## src/rtl/lowpass_pkg.sv

```systemverilog
// Shared types, default 3 kHz Butterworth coefficients (fs = 24 kHz, Q2.14)
// and the 16-bit saturation helper for the low-pass biquad.
package lowpass_pkg;

  typedef logic signed [15:0] sample_t;
  typedef logic signed [31:0] acc_t;

  localparam int      FRAC_BITS = 14;
  localparam sample_t B0_DEF    = 16'sd1600;
  localparam sample_t B1_DEF    = 16'sd3199;
  localparam sample_t B2_DEF    = 16'sd1600;
  localparam sample_t A1_DEF    = -16'sd15447;
  localparam sample_t A2_DEF    = 16'sd5461;

  function automatic sample_t saturate16(input acc_t v);
    if (v > acc_t'(32767)) begin
      return 16'sd32767;
    end else if (v < -acc_t'(32768)) begin
      return -16'sd32768;
    end else begin
      return v[15:0];
    end
  endfunction

endpackage

```

## src/rtl/lowpass_if.sv

```systemverilog
// Sample-stream bundle for the low-pass filter: input sample, filtered output
// and the three bring-up debug taps.
interface lowpass_if;
  import lowpass_pkg::*;

  sample_t lowpassIn;
  sample_t lowpassOut;
  acc_t    lowpassOut2;
  sample_t lowpassOut3;
  acc_t    lowpassOut4;

  modport master (
    output lowpassIn,
    input  lowpassOut, lowpassOut2, lowpassOut3, lowpassOut4
  );

  modport slave (
    input  lowpassIn,
    output lowpassOut, lowpassOut2, lowpassOut3, lowpassOut4
  );

endinterface

```

## src/rtl/lowpass_filter_biquad_df1.sv

```systemverilog
// Generic direct-form-I biquad: one sample per clock, 32-bit accumulator,
// floor scaling and saturation applied before the output is fed back.
module biquad_df1
  import lowpass_pkg::*;
#(
  parameter sample_t B0   = B0_DEF,
  parameter sample_t B1   = B1_DEF,
  parameter sample_t B2   = B2_DEF,
  parameter sample_t A1   = A1_DEF,
  parameter sample_t A2   = A2_DEF,
  parameter int      FRAC = FRAC_BITS
) (
  input  logic    clk,
  input  logic    reset_n,
  input  sample_t x,
  output sample_t y,
  output acc_t    acc_dbg,
  output sample_t x1_dbg,
  output acc_t    fb_dbg
);

  sample_t x1, x2, y1, y2;
  acc_t    acc_q, fb_q;
  acc_t    ff, fb, acc;
  sample_t y_next;

  always_comb begin
    ff     = acc_t'(B0) * acc_t'(x) + acc_t'(B1) * acc_t'(x1) + acc_t'(B2) * acc_t'(x2);
    fb     = acc_t'(A1) * acc_t'(y1) + acc_t'(A2) * acc_t'(y2);
    acc    = ff - fb;
    // Arithmetic shift floors toward -inf; clamp before the value re-enters the loop.
    y_next = saturate16(acc >>> FRAC);
  end

  always_ff @(posedge clk or negedge reset_n) begin
    if (!reset_n) begin
      x1    <= '0;
      x2    <= '0;
      y1    <= '0;
      y2    <= '0;
      acc_q <= '0;
      fb_q  <= '0;
    end else begin
      x1    <= x;
      x2    <= x1;
      y1    <= y_next;
      y2    <= y1;
      acc_q <= acc;
      fb_q  <= fb;
    end
  end

  assign y       = y1;
  assign acc_dbg = acc_q;
  assign x1_dbg  = x1;
  assign fb_dbg  = fb_q;

endmodule

```

## src/rtl/lowpass_filter.sv

```systemverilog
// Audio channel-strip low-pass: thin wrapper binding the 3 kHz coefficient
// set to the generic biquad datapath.
module lowpass_filter
  import lowpass_pkg::*;
#(
  parameter sample_t B0 = B0_DEF,
  parameter sample_t B1 = B1_DEF,
  parameter sample_t B2 = B2_DEF,
  parameter sample_t A1 = A1_DEF,
  parameter sample_t A2 = A2_DEF,
  parameter int      FB = FRAC_BITS
) (
  input logic      clk,
  input logic      reset_n,
  lowpass_if.slave bus
);

  biquad_df1 #(
    .B0   (B0),
    .B1   (B1),
    .B2   (B2),
    .A1   (A1),
    .A2   (A2),
    .FRAC (FB)
  ) u_biquad (
    .clk     (clk),
    .reset_n (reset_n),
    .x       (bus.lowpassIn),
    .y       (bus.lowpassOut),
    .acc_dbg (bus.lowpassOut2),
    .x1_dbg  (bus.lowpassOut3),
    .fb_dbg  (bus.lowpassOut4)
  );

endmodule

```

## src/flat_wrapper.sv

```systemverilog
// flat-port wrapper written by rule: the top's interface ports become plain ports
module lowpass_filter_flat import lowpass_pkg::*;
#(
  parameter sample_t B0 = B0_DEF,
  parameter sample_t B1 = B1_DEF,
  parameter sample_t B2 = B2_DEF,
  parameter sample_t A1 = A1_DEF,
  parameter sample_t A2 = A2_DEF,
  parameter int      FB = FRAC_BITS
)
  (clk, reset_n, bus_lowpassIn, bus_lowpassOut, bus_lowpassOut2, bus_lowpassOut3, bus_lowpassOut4);
  lowpass_if bus_i ();
  input logic clk;
  input logic reset_n;
  input wire logic [$bits(bus_i.lowpassIn)-1:0] bus_lowpassIn;
  output wire logic [$bits(bus_i.lowpassOut)-1:0] bus_lowpassOut;
  output wire logic [$bits(bus_i.lowpassOut2)-1:0] bus_lowpassOut2;
  output wire logic [$bits(bus_i.lowpassOut3)-1:0] bus_lowpassOut3;
  output wire logic [$bits(bus_i.lowpassOut4)-1:0] bus_lowpassOut4;
  assign bus_i.lowpassIn = bus_lowpassIn;
  assign bus_lowpassOut = bus_i.lowpassOut;
  assign bus_lowpassOut2 = bus_i.lowpassOut2;
  assign bus_lowpassOut3 = bus_i.lowpassOut3;
  assign bus_lowpassOut4 = bus_i.lowpassOut4;
  lowpass_filter #(.B0(B0), .B1(B1), .B2(B2), .A1(A1), .A2(A2), .FB(FB)) u_core (.clk(clk), .reset_n(reset_n), .bus(bus_i));
endmodule
```

## config.mk

```make
export PLATFORM = sky130hd
export DESIGN_NAME = lowpass_filter_flat
export DESIGN_NICKNAME = d
export VERILOG_FILES = /design/src/rtl/lowpass_pkg.sv /design/src/rtl/lowpass_if.sv /design/src/rtl/lowpass_filter_biquad_df1.sv /design/src/rtl/lowpass_filter.sv /design/src/flat_wrapper.sv
export SDC_FILE = /design/constraint.sdc
export NUM_CORES = 1
export LEC_CHECK = 0
export CAP_MARGIN = 20
export CORE_MARGIN = 2
export CORE_UTILIZATION = 45
export CTS_CLUSTER_DIAMETER = 80
export DETAILED_ROUTE_END_ITERATION = 12
export SLEW_MARGIN = 20
export SYNTH_ARGS = -nofsm -noshare
export SYNTH_HDL_FRONTEND = slang
export SYNTH_HIERARCHICAL = 1
export SYNTH_SLANG_ARGS = --single-unit
```

## constraint.sdc

```tcl
create_clock -name clk -period 12.95 [get_ports clk]
set_input_delay 2.59 -clock clk [delete_from_list [all_inputs] [get_ports clk]]
set_output_delay 2.59 -clock clk [all_outputs]
set_load 0.03 [all_outputs]
```

Word-level counts from Yosys, hierarchy flattened

Index checks and enable logic that the tools add are counted.

Output and inout port bits: 96
Logic and storage cells: 19
Flip-flop bits (word level): 128
Input port bits: 18

Mux-type cells: 2
Magnitude comparators: 2
Add/subtract/negate cells: 4
$mul: 5

Operators with widths:

| cell                                                 | count |
|---|---|
| multiplier 6 x 16 -> 22 bit, first input constant    | 2 |
| adder 31 x 30 -> 32 bit                              | 1 |
| two-way mux 16 bit                                   | 2 |
| subtractor 31 x 32 -> 32 bit                         | 1 |
| adder 30 x 28 -> 31 bit                              | 1 |
| multiplier 15 x 16 -> 31 bit, first input constant   | 1 |
| adder 28 x 29 -> 30 bit                              | 1 |
| multiplier 14 x 16 -> 30 bit, first input constant   | 1 |
| multiplier 13 x 16 -> 29 bit, first input constant   | 1 |
| > comparator 18 x 16 -> 1 bit, second input constant | 1 |
| < comparator 18 x 16 -> 1 bit, second input constant | 1 |

Logic depth before layout (Yosys ltp)

Gate-level depths: netlist (run 1).

Word-level depth: 7
Mapped depth: 46
Gate-level depth less buffers: 44

Worst setup path after synthesis (run 1)

No wires, ideal clock.

Kind: register to register
Start: reg u_core.u_biquad.y2[15]
End: reg u_core.u_biquad.y1[11] (netlist: u_core/u_biquad/y[11])
Slack: 1.441 ns
Arrival time: 11.444 ns
Required time: 12.885 ns
Cell stages (with the launch flop): 41
Buffers on the path: 2
Library setup time: 0.065 ns
Period minus slack after synthesis: 11.509 ns
Path through: dfrtp_1 > ha_1 > inv_1 > fa_1 > fa_1 > fa_1 > fa_1 > fa_1 > inv_1 > fa_1 > ha_1 > ha_1 > a21o_1 > a21o_1 > o21a_1 > a21oi_1 > nor2b_1 > o21bai_1 > (+5 left out) > inv_1 > fa_1 > fa_1 > fa_1 > inv_1 > ha_1 > clkbuf_1 > nand3_1 > or2_2 > a2111oi_0 > or3_1 > a21o_1 > a21o_1 > or2_1 > xnor2_1 > o311ai_1 > buf_4 > o21a_1

Cells in the longest elaborated chain, start to end: 6
Elaborated cells between the ends (all ways): 7
Those cells by class: 2 x add/sub; 1 x mul; 2 x order compare; 2 x mux

RTL lines:

| what                                 | RTL line                        | text |
|---|---|---|
| start: declaration                   | lowpass_filter_biquad_df1.sv:22 | `sample_t x1, x2, y1, y2;` |
| start signal: assignment             | lowpass_filter_biquad_df1.sv:47 | `y2 <= y1;` |
| multiplier 14 x 16 -> 30 bit (*)     | lowpass_filter_biquad_df1.sv:29 | `fb = acc_t'(A1) * acc_t'(y1) + acc_t'(A2) * acc_t'(y2);` |
| adder 31 x 30 -> 32 bit (*)          | lowpass_filter_biquad_df1.sv:29 |  |
| subtractor 31 x 32 -> 32 bit (*)     | lowpass_filter_biquad_df1.sv:30 | `acc = ff - fb;` |
| < comparator 18 x 16 -> 1 bit        | lowpass_pkg.sv:18               | `end else if (v < -acc_t'(32768)) begin` |
| two-way mux 16 bit                   | lowpass_pkg.sv:18               |  |
| two-way mux 16 bit (*)               | lowpass_pkg.sv:16               | `if (v > acc_t'(32767)) begin` |
| named net u_core.u_biquad.y_next[11] | lowpass_filter_biquad_df1.sv:25 | `sample_t y_next;` |
| end signal: assignment               | lowpass_filter_biquad_df1.sv:46 | `y1 <= y_next;` |
| end: declaration                     | lowpass_filter_biquad_df1.sv:22 |  |

Mark *: on every way through the listed nets, which the timed path passes. The rest lies on a longest branch.

Worst setup path after layout (run 1)

Start: reg u_core.u_biquad.y2[6]
End: reg u_core.u_biquad.y1[2] (netlist: u_core/u_biquad/y[2])

Cells in the longest elaborated chain, start to end: 6
Elaborated cells between the ends (all ways): 7
Those cells by class: 2 x add/sub; 1 x mul; 2 x order compare; 2 x mux

RTL lines:

| what                                | RTL line                        | text |
|---|---|---|
| multiplier 14 x 16 -> 30 bit (*)    | lowpass_filter_biquad_df1.sv:29 |  |
| adder 31 x 30 -> 32 bit (*)         | lowpass_filter_biquad_df1.sv:29 |  |
| subtractor 31 x 32 -> 32 bit (*)    | lowpass_filter_biquad_df1.sv:30 |  |
| named net u_core.u_biquad.acc[31]   | lowpass_filter_biquad_df1.sv:24 | `acc_t ff, fb, acc;` |
| < comparator 18 x 16 -> 1 bit       | lowpass_pkg.sv:18               |  |
| two-way mux 16 bit                  | lowpass_pkg.sv:18               |  |
| two-way mux 16 bit (*)              | lowpass_pkg.sv:16               |  |
| named net u_core.u_biquad.y_next[2] | lowpass_filter_biquad_df1.sv:25 |  |

Marked as above.

==> impl_metrics.json, run 1 <==
{
  "htree_levels": 4,
  "max-slew-margin-rel_pct": 33.6,
  "die_y_um": 234,
  "status": "complete, no violations",
  "rr_worst_depth": 43,
  "wl_per_cell_um": 18.1,
  "antennaDiodeCount": 0,
  "holdWs_ns": 0.611,
  "cts_tree": "built",
  "timing.fmax_mhz": 80.6,
  "gr-usage-all-layers_pct": 22.4,
  "cts_sinks": 128,
  "antenna_found_initial": 1,
  "die_w_um": 234,
  "tightest_slew_ns": 0.996,
  "hold_viol": 0,
  "viasPerCell": 4.97,
  "worstHoldStart": "u_core/u_biquad/y[13]",
  "synth_largest_area_cell": "fa_1",
  "ff2ff_setup_slack_ns": 0.54,
  "min_path_type": "reg2reg",
  "synth_warnings": 6,
  "synthTopCellsByCount": "inv_1 (658), ha_1 (470), fa_1 (415)",
  "drtPass1Iterations": 7,
  "postCtsHoldBufs": 0,
  "vias": 15356,
  "syn2layout_area_growth_pct": 11.0,
  "synth.most_common_cell": "inv_1",
  "synth_edf_count": 0,
  "drt_iter0_drc": 627,
  "async_flop_share_pct": 100,
  "grt_pass1_wl_um": 92300,
  "crit_path_end_kind": "flip-flop",
  "final_antenna_net_count": 0,
  "synth_top_area_share_pct": 35.0,
  "numCtsBuffers": 17,
  "port_buffers": 113,
  "reg2reg_from": "u_core/u_biquad/y2[6]",
  "setup_viol": 0,
  "placement.cell_area_um2": 25800,
  "synth-xor-area-share_pct": 4.96,
  "maxCapViolCount": 0,
  "grt_pass1_vias": 17079,
  "postSynthCellCount": 2256,
  "cts_root_buffer": "clkbuf_16",
  "cp_max_fo": 13,
  "gp_congestion": 0.870,
  "initial_core_util_pct": 45.4,
  "cp_slowest_cell": "or4_4",
  "drv_slew": 0,
  "rsz0062_at_grt": "no",
  "grt_overflow_total": 0,
  "critPathRequiredTime_ns": 13.32,
  "layout-drive-gt1-share_pct": 2.95,
  "syn_nets": 3159,
  "ys_ff_latch": 128,
  "die_area_um2": 54700,
  "core_um2": 52300,
  "route.detailed.drc": 0,
  "slowest_delay_ns": 0.57,
  "synth_ff_type": "dfrtp_1",
  "place_hpwl_um": 48600,
  "synth_area_um2": 23800,
  "fin_area_um2": 26400,
  "syn_area_per_cell_um2": 10.5,
  "synth_top_family_by_area": "adder cells",
  "io_pins": 114,
  "dp.cells": 3060,
  "finalCriticalPeriod_ns": 12.41,
  "worst_path_most_repeated_cell": "fa_1",
  "start_kind": "flip-flop",
  "insertion_delay_ns": 0.48,
  "min_path_cells": 1,
  "fin_cells": 3092,
  "arrival_ns": 12.78,
  "ys_types": 63,
  "r2r-end": "u_core/u_biquad/y[2]",
  "hold_end": "u_core/u_biquad/y2[13]",
  "muxShareOfSynthArea_pct": 0.463,
  "grt_max_degree": 72,
  "setup_tns_ns": 0,
  "fin_nets": 3295,
  "synth_fa_ha_area_share_pct": 59.7,
  "ys_top_cells_by_area": "fa_1 (35%), ha_1 (25%), dfrtp_1 (13%)",
  "synth_simple_gate_area_share_pct": 4.21,
  "cts.clk_slew.worst_paths_ns": 0.06,
  "cts_max_path_buffers": 2,
  "criticalPathCategory": "reg2reg",
  "synth.yosys.seq_area_share_pct": 13.5,
  "routed_wl_um": 55900,
  "rows": 84,
  "clock_skew_ns": 0.0130,
  "period_share_pct": 95.9,
  "synth_compound_area_share_pct": 6.55
}
-- critical path, delay by kind of cell, from the launching register on --
kind                       cells  cell delay [ns]
adders and majority gates     16             6.47
AOI/OAI and AO/OA             10             2.02
and+or+nand+nor                6             1.55
xor gates and xnor gates       4             1.21
DFF                            1             0.53
buffers and inverters          7             0.53
-- routing by layer --
metal,share of wire [%],track usage (%),vias to the layer above
met2,46,35.4,309
met5,0,0,-
met3,4.9,5.06,78
met4,2.9,7.32,0
li1,-,-,7257
met1,46,30.4,7712
-- how the worst max path moves through the flow --
stage	start	end	slack, ns
6_report	u_core/u_biquad/y2[6]	u_core/u_biquad/y[2]	0.54
5_1_grt	u_core/u_biquad/y[5]	u_core/u_biquad/y[2]	0.01
3_3_place_gp	u_core/u_biquad/y[5]	u_core/u_biquad/y[11]	0.16
4_1_cts	u_core/u_biquad/y[5]	u_core/u_biquad/y[8]	0.09
2_1_floorplan	u_core/u_biquad/y2[15]	u_core/u_biquad/y[11]	1.44
3_5_place_dp	u_core/u_biquad/y[5]	u_core/u_biquad/y[8]	0.12
-- sequential cells by signal, summed over array words and instances (netlist names) --
signal and count:
u_core/u_biquad/acc_dbg 32, u_core/u_biquad/fb_dbg 32, u_core/u_biquad/x1_dbg 16, u_core/u_biquad/x2 16
u_core/u_biquad/y 16, u_core/u_biquad/y2 16
-- placed cells by master, fill, tap and decap left out, types with 4 or more instances in the layout --
master,instances
and2_1,11
nand4_1,6
o211ai_1,6
clkinvlp_4,4
nand2b_1,11
xor2_1,36
mux2i_1,11
o21ai_0,35
o21a_1,10
a21oi_1,59
xnor2_1,93
or3_1,5
clkbuf_16,17
dfrtp_1,125
inv_1,658
clkdlybuf4s50_1,112
a221oi_1,4
fa_1,415
nor2_1,57
buf_4,15
nor2b_1,10
o21bai_1,13
nor3_1,14
nand2_1,37
a21boi_0,4
a21o_1,51
nand3_1,23
or2_2,6
ha_1,470
and3_1,12
a211oi_1,8
-- stage by stage --
step	worst slack, ns	util (%)
floorplan	1.44	-
global placement	0.160	49.3
detailed placement	0.121	49.3
CTS	0.0901	50.3
global route	0.0148	50.4
finish	0.537	50.4
-- kinds of logic after synthesis --
kind of cell / after synthesis
AO/OA/AOI/OAI: 227
multiplexers: 11
XOR/XNOR: 133
buffers and inverters: 670
AND/OR/NAND/NOR: 202
flip-flops: 128
adder cells (fa/ha/maj): 885
-- layout make-up --
class	count	area, µm²
sequential	128	3210
tap	688	861
fill	4792	26000
clock buffer	22	464
timing repair buffer	129	1260
multi-input combinational	1458	18100
clock inverter	9	62.6
inverter	658	2470
-- repair_timing --
action                                  CTS  global route
endpoints found under the setup margin    0            14
resized for setup                         0             4
setup buffers                             0             1
endpoints found under the hold margin     0             0
Power of run 1 is not shown: default switching activity piles up to over one toggle a cycle in this logic, so the estimate is an artifact.
==> run 2: changes to the inputs <==
Settings changed: CTS_BUF_LIST set to sky130_fd_sc_hd__clkbuf_4.
==> impl_metrics.json, run 2 (same netlist as run 1, synthesis figures left out) <==
{
  "min_path_type": "reg2reg",
  "dp.cells": 3060,
  "final_common_cell": "inv_1",
  "cts_tree": "built",
  "vias": 15385,
  "drt_iter0_drc": 694,
  "layout-drive-gt1-share_pct": 3.08,
  "finalCriticalPeriod_ns": 12.43,
  "tightest_slew_ns": 0.987,
  "slowest_delay_ns": 0.67,
  "cp_slowest_cell": "dfrtp_1",
  "numCtsBuffers": 17,
  "gp_congestion": 0.870,
  "place_hpwl_um": 48600,
  "die_area_um2": 54700,
  "routed_wl_um": 55900,
  "fin_nets": 3297,
  "htree_levels": 4,
  "criticalPathCategory": "reg2reg",
  "status": "complete, no violations",
  "clock_skew_ns": 0.0300,
  "grt_max_degree": 72,
  "viasPerCell": 4.97,
  "port_buffers": 113,
  "die_y_um": 234,
  "syn2layout_area_growth_pct": 9.83,
  "cp_max_fo": 13,
  "start_kind": "flip-flop",
  "cts_max_path_buffers": 2,
  "antenna_found_initial": 2,
  "gr-usage-all-layers_pct": 22.3,
  "initial_core_util_pct": 45.4,
  "grt_pass1_vias": 16960,
  "core_um2": 52300,
  "ff2ff_setup_slack_ns": 0.52,
  "max-slew-margin-rel_pct": 34.2,
  "fin_cells": 3097,
  "setup_tns_ns": 0,
  "period_share_pct": 96.0,
  "grt_pass1_wl_um": 92200,
  "insertion_delay_ns": 0.76,
  "drv_slew": 0,
  "cts.clk_slew.worst_paths_ns": 0.14,
  "cts_sinks": 128,
  "crit_path_end_kind": "flip-flop",
  "wl_per_cell_um": 18.0,
  "hold_viol": 0,
  "maxCapViolCount": 0,
  "final_antenna_net_count": 0,
  "grt_overflow_total": 0,
  "timing.fmax_mhz": 80.5,
  "setup_viol": 0,
  "die_w_um": 234,
  "worst_path_most_repeated_cell": "fa_1",
  "final_cell_mix": "inv_1 (658), ha_1 (470), fa_1 (415)",
  "arrival_ns": 13.08,
  "route.detailed.drc": 0,
  "drtPass1Iterations": 5,
  "io_pins": 114,
  "critPathRequiredTime_ns": 13.60,
  "rows": 84,
  "cts_root_buffer": "clkbuf_4"
}
## run 2: cell types whose count changed in the layout (fill, tap and decap cells not counted)
| cell | delta |
|---|---|
| clkbuf_8 | -2 |
| diode_2 | +3 |
| clkbuf_16 | -17 |
| clkbuf_1 | -3 |
| clkinv_1 | +2 |
| clkbuf_4 | +20 |
| buf_4 | +2 |
## run 2: timing repair
item                                    in CTS  in global routing
hold buffers                                 0                  0
endpoints found under the setup margin       0                 14
gates resized for setup                      0                  4
setup buffers                                0                  3
## run 2: worst paths after layout
kind,cells past startpoint,start,end
worst max-delay path,41,u_core/u_biquad/y[2],u_core/u_biquad/y[2]
worst min-delay path,0,u_core/u_biquad/y[3],u_core/u_biquad/y2[3]
worst max register to register,41,u_core/u_biquad/y[2],u_core/u_biquad/y[2]
worst min register to register,0,u_core/u_biquad/y[3],u_core/u_biquad/y2[3]
max in group asynchronous,2,reset_n,u_core/u_biquad/y[5]
min in group asynchronous,1,reset_n,u_core/u_biquad/x2[5]
## run 2: layout make-up
type,count,area (µm²)
tap,688,861
multi-input combinational,1458,18100
clock buffer,20,150
inverter,658,2470
timing repair buffer,131,1280
clock inverter,11,70.1
antenna,3,7.51
fill,4830,26200
sequential,128,3210
## run 2: per-layer routing
metal  routed length [µm]  global-route usage [%]  vias up
met5                    0                       0        -
met2                26200                    35.9      299
met3                 2390                    3.61       58
li1                     -                       -     7265
met4                 1270                    6.69        0
met1                26000                    31.0     7763
## run 2: per-stage QoR
step / hold slack [ns] / cell area (µm²) / utilization, % / setup WS (ns)
finish: 0.611 / 26100 / 49.9 / 0.521
global route: 0.625 / 26100 / 49.9 / -0.0103
CTS: 0.629 / 26000 / 49.8 / 0.0754
detailed placement: 0.612 / 25800 / 49.3 / 0.121
global placement: 0.606 / 25800 / 49.3 / 0.160
floorplan: 0.594 / 23800 / - / 1.44
## run 2: worst max-delay path, delay by kind of cell, from the launching register on
family	cells	cell delay, ns
fa+ha+maj	16	6.82
xor+xnor	3	1.04
flops	1	0.67
compound gates	9	1.96
buf+inv	5	0.41
simple gates	8	1.42
Power of run 2 is left out for the same reason.
==> run 3: changes to the inputs <==
--- a/config.mk
+++ b/config.mk
@@ -7,4 +7,5 @@
 export LEC_CHECK = 0
 export CAP_MARGIN = 20
+export CORE_ASPECT_RATIO = 2
 export CORE_MARGIN = 2
 export CORE_UTILIZATION = 45
==> constraint.sdc (replaced) <==
create_clock -name clk -period 12.95 [get_ports clk]
set_input_delay 2.59 -clock clk [delete_from_list [all_inputs] [get_ports clk]]
set_output_delay 2.59 -clock clk [all_outputs]
set_load 0.005 [all_outputs]
==> impl_metrics.json, run 3 (same netlist as run 1, synthesis figures left out) <==
{
  "cp_slowest_cell": "or4_4",
  "rsz0062_at_grt": "no",
  "die_area_um2": 54800,
  "min_path_type": "reg2reg",
  "setup_tns_ns": 0,
  "worst_path_most_repeated_cell": "fa_1",
  "slowest_delay_ns": 0.56,
  "grt_pass1_wl_um": 98300,
  "fin_nets": 3299,
  "grt_pass1_vias": 18456,
  "start_kind": "flip-flop",
  "insertion_delay_ns": 0.68,
  "tightest_slew_ns": 0.983,
  "syn2layout_area_growth_pct": 9.90,
  "core_um2": 52400,
  "port_buffers": 113,
  "drtPass1Iterations": 5,
  "initial_core_util_pct": 45.3,
  "timing.fmax_mhz": 80.5,
  "status": "complete, no violations",
  "cts_tree": "built",
  "viasPerCell": 5.09,
  "htree_levels": 4,
  "clock_skew_ns": 0.0324,
  "final_cell_mix": "inv_1 (658), ha_1 (470), fa_1 (415)",
  "cts_sinks": 128,
  "grt_overflow_total": 0,
  "antenna_found_initial": 2,
  "period_share_pct": 95.9,
  "die_y_um": 329,
  "post-route-util_pct": 49.8,
  "crit_family": "adder cells",
  "routed_wl_um": 60500,
  "finalCriticalPeriod_ns": 12.42,
  "arrival_ns": 12.99,
  "critical_path_buf_inv_count": 7,
  "layout-drive-gt1-share_pct": 3.28,
  "die_w_um": 167,
  "route.detailed.drc": 0,
  "place_hpwl_um": 53300,
  "setup_viol": 0,
  "rows": 119,
  "wl_per_cell_um": 19.7,
  "hold_viol": 0,
  "gp_congestion": 0.908,
  "drt_iter0_drc": 432,
  "maxCapViolCount": 0,
  "vias": 15638,
  "final_common_cell": "inv_1",
  "fillers": 4923,
  "drv_slew": 0,
  "numCtsBuffers": 17,
  "max-slew-margin-rel_pct": 34.5,
  "critPathRequiredTime_ns": 13.52,
  "final_antenna_net_count": 0,
  "grt_max_degree": 70,
  "ff2ff_setup_slack_ns": 0.53,
  "cts.clk_slew.worst_paths_ns": 0.14,
  "cts_root_buffer": "clkbuf_4",
  "holdWs_ns": 0.471,
  "gr-usage-all-layers_pct": 23.5,
  "cts_max_path_buffers": 2,
  "criticalPathCategory": "reg2reg",
  "io_pins": 114,
  "crit_path_end_kind": "flip-flop",
  "cp_max_fo": 13
}
[run 3: final timing paths]
| path | end | cells after the start | start |
|---|---|---|---|
| setup / recovery | u_core/u_biquad/y[5] | 43 | u_core/u_biquad/y2[6] |
| setup reg to reg | u_core/u_biquad/y[5] | 43 | u_core/u_biquad/y2[6] |
| hold reg to reg | u_core/u_biquad/x2[10] | 0 | u_core/u_biquad/x1_dbg[10] |
| min in group asynchronous | u_core/u_biquad/x1_dbg[0] | 1 | reset_n |
| hold / removal | u_core/u_biquad/x2[10] | 0 | u_core/u_biquad/x1_dbg[10] |
| max in group asynchronous | u_core/u_biquad/y[0] | 2 | reset_n |
[run 3: what timing repair did]
| item | in CTS | in global routing |
|---|---|---|
| setup buffers | 0 | 3 |
| resized for setup | 0 | 4 |
| hold buffers | 0 | 0 |
| setup endpoints to repair | 0 | 13 |
[run 3: per-layer routing]
metal  GRT usage [%]  share of wire (%)  vias to the layer above
met4            10.8                4.7                        0
met1            23.3                 35                     8020
met3            1.99                1.7                      115
met2            48.5                 59                      239
li1                -                  -                     7264
met5               0                  0                        -
[run 3: stage by stage]
stage,cell area (µm²),instances,setup slack (ns)
3_3_place_gp,25800,3039,0.569
4_1_cts,26100,3071,0.369
3_5_place_dp,25800,3039,0.442
6_report,26100,3075,0.530
5_1_grt,26100,3075,0.00992
2_1_floorplan,23800,2256,1.44
[run 3: cell type report]
type	instances	area (µm²)	share of cell area [%]
multi-input combinational	1458	18000	69.1
clock inverter	14	133	0.508
timing repair buffer	133	1290	4.96
inverter	658	2470	9.46
sequential	128	3210	12.3
clock buffer	18	135	0.517
tap	665	832	3.19
antenna	1	2.50	0.00958
Power of run 3 is left out for the same reason.
